## src/rtl/voxel_scan_reader.sv

```systemverilog
// voxel_scan_reader: walks every voxel of a 64^3 volume in {x,y,z} order
// (z fastest), reads each word from voxel_memory_64 and streams the occupied
// (non-zero) voxels out through a 2-entry FIFO with valid/ready handshake.
// Optional feature: define VOXEL_SCAN_BBOX_EN to track the per-axis bounding
// box of the occupied voxels; otherwise bbox_min/bbox_max are tied to zero.
module voxel_scan_reader #(
  parameter int GRID_SIZE = 64
) (
  input  logic        clk,
  input  logic        rst_n,
  input  logic        start,
  output logic        busy,
  output logic        done,
  output logic [17:0] read_addr,
  output logic        read_en,
  input  logic [63:0] read_data,
  output logic        out_valid,
  input  logic        out_ready,
  output logic [17:0] out_addr,
  output logic [63:0] out_data,
  output logic [18:0] occupied_count,
  output logic [17:0] bbox_min,
  output logic [17:0] bbox_max
);

  localparam int AXIS_W = $clog2(GRID_SIZE);
  localparam int ADDR_W = 3 * AXIS_W;

  typedef enum logic [1:0] {S_IDLE, S_SCAN, S_DRAIN, S_FINISH} state_t;

  state_t            state, state_nxt;
  logic [ADDR_W-1:0] addr_cnt;
  logic [ADDR_W-1:0] pend_addr;
  logic              rd_pending;
  logic              start_ok;

  logic [ADDR_W-1:0] fifo_addr [2];
  logic [63:0]       fifo_data [2];
  logic              wr_ptr, rd_ptr;
  logic [1:0]        fifo_count;
  logic              push, pop;

  // A read returning non-zero data is an occupied voxel and enters the FIFO.
  assign push      = rd_pending && (read_data != '0);
  assign pop       = out_valid && out_ready;
  assign out_valid = (fifo_count != 2'd0);
  assign out_addr  = fifo_addr[rd_ptr];
  assign out_data  = fifo_data[rd_ptr];
  assign read_addr = addr_cnt;

  // State register.
  always_ff @(posedge clk) begin
    if (!rst_n) state <= S_IDLE;
    else        state <= state_nxt;
  end

  // Next-state and control outputs; reads are throttled so that in-flight
  // reads plus buffered records never exceed the FIFO depth.
  always_comb begin
    state_nxt = state;
    busy      = 1'b0;
    done      = 1'b0;
    read_en   = 1'b0;
    start_ok  = 1'b0;
    case (state)
      S_IDLE: begin
        if (start) begin
          start_ok  = 1'b1;
          state_nxt = S_SCAN;
        end
      end
      S_SCAN: begin
        busy    = 1'b1;
        read_en = (fifo_count + {1'b0, rd_pending}) < 2'd2;
        if (read_en && (addr_cnt == '1)) state_nxt = S_DRAIN;
      end
      S_DRAIN: begin
        busy = 1'b1;
        if (!rd_pending && (fifo_count == 2'd0)) state_nxt = S_FINISH;
      end
      S_FINISH: begin
        done      = 1'b1;
        state_nxt = S_IDLE;
      end
      default: state_nxt = S_IDLE;
    endcase
  end

  // Scan address counter and tracking of the read currently in flight.
  always_ff @(posedge clk) begin
    if (!rst_n) begin
      addr_cnt   <= '0;
      pend_addr  <= '0;
      rd_pending <= 1'b0;
    end else begin
      rd_pending <= read_en;
      if (start_ok) begin
        addr_cnt <= '0;
      end else if (read_en) begin
        addr_cnt  <= addr_cnt + ADDR_W'(1);
        pend_addr <= addr_cnt;
      end
    end
  end

  // Two-entry output FIFO; simultaneous push and pop both take effect.
  always_ff @(posedge clk) begin
    if (!rst_n) begin
      for (int unsigned i = 0; i < 2; i++) begin
        fifo_addr[i] <= '0;
        fifo_data[i] <= '0;
      end
      wr_ptr     <= 1'b0;
      rd_ptr     <= 1'b0;
      fifo_count <= 2'd0;
    end else begin
      if (push) begin
        fifo_addr[wr_ptr] <= pend_addr;
        fifo_data[wr_ptr] <= read_data;
        wr_ptr            <= ~wr_ptr;
      end
      if (pop) rd_ptr <= ~rd_ptr;
      case ({push, pop})
        2'b10:   fifo_count <= fifo_count + 2'd1;
        2'b01:   fifo_count <= fifo_count - 2'd1;
        default: fifo_count <= fifo_count;
      endcase
    end
  end

  // Occupied-voxel counter; holds after done until the next accepted start.
  always_ff @(posedge clk) begin
    if (!rst_n)        occupied_count <= '0;
    else if (start_ok) occupied_count <= '0;
    else if (push)     occupied_count <= occupied_count + 19'd1;
  end

`ifdef VOXEL_SCAN_BBOX_EN
  // Per-axis running min/max over occupied voxel coordinates.
  always_ff @(posedge clk) begin
    if (!rst_n) begin
      bbox_min <= '0;
      bbox_max <= '0;
    end else if (start_ok) begin
      bbox_min <= '1;
      bbox_max <= '0;
    end else if (push) begin
      for (int unsigned a = 0; a < 3; a++) begin
        if (pend_addr[a*AXIS_W +: AXIS_W] < bbox_min[a*AXIS_W +: AXIS_W])
          bbox_min[a*AXIS_W +: AXIS_W] <= pend_addr[a*AXIS_W +: AXIS_W];
        if (pend_addr[a*AXIS_W +: AXIS_W] > bbox_max[a*AXIS_W +: AXIS_W])
          bbox_max[a*AXIS_W +: AXIS_W] <= pend_addr[a*AXIS_W +: AXIS_W];
      end
    end
  end
`else
  assign bbox_min = '0;
  assign bbox_max = '0;
`endif

endmodule

```

## config.mk

```make
export PLATFORM = sky130hd
export DESIGN_NAME = voxel_scan_reader
export DESIGN_NICKNAME = d
export VERILOG_FILES = /design/src/rtl/voxel_scan_reader.sv
export SDC_FILE = /design/constraint.sdc
export NUM_CORES = 1
export LEC_CHECK = 0
export BUFFER_PORTS_ARGS = -buffer_cell sky130_fd_sc_hd__buf_2
export CAP_MARGIN = 20
export CORE_UTILIZATION = 51
export CTS_BUF_LIST = sky130_fd_sc_hd__clkbuf_2
export DETAILED_ROUTE_END_ITERATION = 6
export GPL_ROUTABILITY_DRIVEN = 0
export PLACE_DENSITY = 0.79
export SLEW_MARGIN = 40
export SYNTH_ARGS = -nofsm -noshare
export SYNTH_HDL_FRONTEND = slang
export SYNTH_SLANG_ARGS = --single-unit
```

## constraint.sdc

```tcl
create_clock -name clk -period 6.84 [get_ports clk]
set_input_delay 0 -clock clk [delete_from_list [all_inputs] [get_ports clk]]
set_output_delay 0 -clock clk [all_outputs]
set_load 0.01 [all_outputs]
```

After elaboration in Yosys (flattened, before gate mapping)
Memory sizes are Yosys's and may differ from the RTL's. A register that Yosys moved wholly into a read port is not among the register bits. Cells that the tools add are included.

Register bits after elaboration: 62. Memories kept: 2. Memory bits (writable): 164. Bits in read-only memories: 0. Latch bits: 0.

Memory list: fifo_data (depth 2, width 64, read ports 1, clocked after memory_dff 1, wr ports 2, line 38) `logic [63:0] fifo_data [2];`; fifo_addr (depth 2, width 18, read ports 1, clocked after memory_dff 1, wr ports 2, line 37) `logic [ADDR_W-1:0] fifo_addr [2];`.

Divide/modulo/power cells: 0. Bitwise operators: 4. Mux-type cells: 24. Add/subtract/negate cells: 5. Shifts and indexed selects: 0. Equal/unequal tests: 9. Reduce and logical (&&, ||, !) cells: 16. $mul: 0. Order comparisons: 1.

Operators with widths (number): $mux W64 (1); $reduce_bool A64 Y1 (1); $reduce_or A64 Y1 (1); $add A19 B1 Y19 const B (1); $add A18 B1 Y18 const B (1); $eq A18 B18 Y1 const B (1); $mux W18 (1); $reduce_or A18 Y1 (1); $mux W1 (17); $pmux W2 S4 (1); $eq A2 B2 Y1 const B (3); $mux W2 (3); $ne A2 B2 Y1 const B (3); $eq A2 B1 Y1 const B (2); $logic_and A1 B1 Y1 (4); $logic_not A2 Y1 (2); $not A1 Y1 (4); $pmux W2 S2 (1); $reduce_bool A2 Y1 (2); $reduce_or A2 Y1 (2); $reduce_and A3 Y1 (1); $add A2 B1 Y2 (1); $add A2 B1 Y2 const B (1); $lt A2 B2 Y1 const B (1); other kinds (3) (3).

Longest topological paths before layout
Word-level depth: 7. Mapped depth: 10. Gate-level depth less buffers: 8.

Worst setup path before layout
No wires, ideal clock.

Kind: flip-flop to flip-flop. Start: reg rd_pending. End: mem fifo_addr[1][0] in the netlist's numbering (enable). Setup time: 0.636 ns. Buffers on the path: 2. Clock period less this slack: 7.357 ns. Arrival: 6.722 ns. Cell stages (with the launch flop): 6. Setup slack: -0.517 ns. Cells stage by stage: dfxtp_1 o41a_1 inv_2 buf_2 buf_2 o21ai_0.

RTL lines: from (decl) (line 34) `logic rd_pending;`; from (signal assigned) (line 96) `rd_pending <= read_en;`; to (decl) (line 37).

==> out/metrics.cfg <==
[sta]
finalSetupViolations=0
slew_viol_final=0
hold_violations=0
rsz0062_at_grt=false
final.period_utilization_pct=40.9
max_slew_margin_pct=42.3
period_needed_ns=2.80
worst_pin_slew_ns=0.865
fmaxAchievable_mhz=357
skew_ns=0.0661

[clock_network]
cts_sinks=227
htreeDepth=2
clk_path_buf_depth=3
path_clk_slew_ns=0.10
cts_resized=0
root_buffer=clkbuf_2
cts_tree=yes
cts_made_buffers=57
insertion_delay_ns=0.82

[pwr]
p_total_uw=3340
p_per_area_nw_per_um2=259
ir_worst_vdd_mv=0.167
p_leak_uw=0.00529

[synth]
synth_edf_count=164
yosysWarnings=0
ys_ff_latch=227
syn_area_per_cell_um2=12.3
synthCells=834
ys_top_cells_by_area=edfxtp_1 48%, dfxtp_1 12%, and2_1 10%
yosysMostFrequentCell=and2_1
synthArstFlopShare_pct=0
synth_largest_area_cell=edfxtp_1
synth-seq-area-share_pct=60.5
netlist_area_um2=10200
synth_common_cells=166 x and2_1, 164 x edfxtp_1, 82 x mux2_2
synth_cell_type_count=42
synth_ff_type=edfxtp_1
synth_top_area_share_pct=48.2

[detailed_routing]
antenna_left=0
drt-total-wl_mm=24.1
dr.first_iter.drc_count=346
wl_per_cell_um=16.5
via_per_inst=5.19
vias=7591
first_pass_iters=4
remaining_drc_errors=0

[placed_design]
port_buffers=190
hpwl_mm=14.1
dpl_cell_area_um2=11300

[global_routing]
grt_use_total_pct=23.3
grt_max_degree=83
antenna_found_initial=0
grt_pass1_wl_mm=37.3
first_global_vias=7693
grt_overflow_total=0

[critical_path]
endpoint=fifo_data[0][58]
critical_path_class=primary input to flip-flop
end_kind=flip-flop
worstSetupStartpointType=primary input
reg2reg_depth=7
critPathMaxFanout=81
rrSetupSlack_ns=4.32
arrival_ns=3.32
reg2reg_to=pend_addr[10]
worst_path_most_repeated_cell=dlygate4sd3_1
cp-startpoint=read_data[54]
critPathMaxStageDelay_ns=0.56
critPathSlowestCell=dlygate4sd3_1
rr_startpoint=state[1]
cp.required_ns=7.36
path_cells=dlygate4sd3_1 -> dlygate4sd3_1 -> buf_2 -> nor4_1 -> nand4_1 -> o41a_1 -> inv_2 -> nor3_2 -> buf_4 -> and2_1

[floorplan]
die_w_um=144
die_area_um2=20600
die_h_um=144
core_um2=19500
rows=51
initial_utilization_pct=52.3
io_pins=227

[layout]
multiInputGateArea_um2=3720
final_core_util_pct=66.2
syn_to_final_growth_pct=26.4
diodes=0
final_cell_area_um2=12900
ff_latch_area_um2=6190
fillers=1482
nets=1237
layout-drive-gt1-share_pct=32.1

[run]
cap_violations=0

[worst_hold_path]
hp-class=primary input to flip-flop
hp-start=read_data[12]

[run_status]
status=finished, final reports clean

## layout by cell type, fill, tap and decap left out, types with 7 or more instances in the layout
master and count:
nor4_1 21, clkbuf_2 89, buf_2 190, a21oi_1 41, o31ai_1 11, inv_1 9, nor2_1 23, edfxtp_1 164
conb_1 36, o21ai_0 7, nand3_1 32, xnor2_1 16, dfxtp_1 62, and2_1 166, ha_1 8, mux2_2 82
or4_1 12, nand4_1 12, dlygate4sd3_1 111, or3_1 8, nand2_1 43, nor3_1 8
## repair_timing
item,4_1_cts,5_1_grt
setup buffers,0,0
hold buffers,110,1
endpoints found under the hold margin,176,1
## worst min-delay path by stage
stage / to / depth (start not counted)
3_3_place_gp: fifo_data[1][21] / 2
6_report: fifo_data[0][12] / 3
5_1_grt: fifo_data[1][12] / 3
4_1_cts: fifo_data[0][50] / 3
3_5_place_dp: fifo_data[0][54] / 2
2_1_floorplan: fifo_data[0][0] / 1
## critical path, delay by kind of cell
| kind | cells | cell delay (ns) |
|---|---|---|
| simple gates | 4 | 0.71 |
| compound gates | 1 | 0.54 |
| buf+inv | 5 | 2.05 |
## power by group
part | total [uW] | internal (uW) | switching, uW
Sequential | 1680 | 1610 | 61.6
Clock | 856 | 338 | 519
Combinational | 812 | 357 | 455
## registers in the layout, summed over array words and instances (netlist names), named ones only
signal / flops
fifo_count: 2
fifo_addr: 36
wr_ptr: 1
rd_ptr: 1
pend_addr: 18
rd_pending: 1
read_addr: 18
state: 2
fifo_data: 128
occupied_count: 19
## metal layers
| metal | wire length (um) | global-route usage [%] |
|---|---|---|
| met2 | 12300 | 41.4 |
| met1 | 9570 | 26.6 |
| met5 | 0 | 0 |
| met3 | 1630 | 5.83 |
| met4 | 679 | 9.85 |
## kinds of logic after synthesis
logic type / count (synthesis) / synth area share, %
AOI/OAI and AO/OA: 67 / 3.78
xor gates and xnor gates: 19 / 1.63
adders and majority gates: 8 / 0.979
buffers and inverters: 88 / 4.66
DFF: 227 / 60.5
muxes: 84 / 9.23
other: 1 / 0.0367
and+or+nand+nor: 340 / 19.1
## area by class of cell
type	count	area share [%]
Sequential cell	227	47.9
Multi-Input combinational cell	554	28.8
Timing Repair Buffer	310	16.7
Clock buffer	89	3.45
Tap cell	265	2.57
Inverter	11	0.320
Clock inverter	6	0.213
## stage by stage
stage | setup WS, ns | hold WS, ns | instances | setup TNS, ns
after floorplan | -0.517 | 0.198 | 869 | -84.81
after global routing | 3.92 | 0.000588 | 1462 | 0
after detailed placement | 4.03 | 0.309 | 1256 | 0
after global placement | 4.05 | 0.301 | 1254 | 0
after CTS | 4.19 | 0.0000491 | 1461 | 0
final | 4.04 | 0.0662 | 1462 | 0
Note: power is estimated with default switching activity, not from simulation.
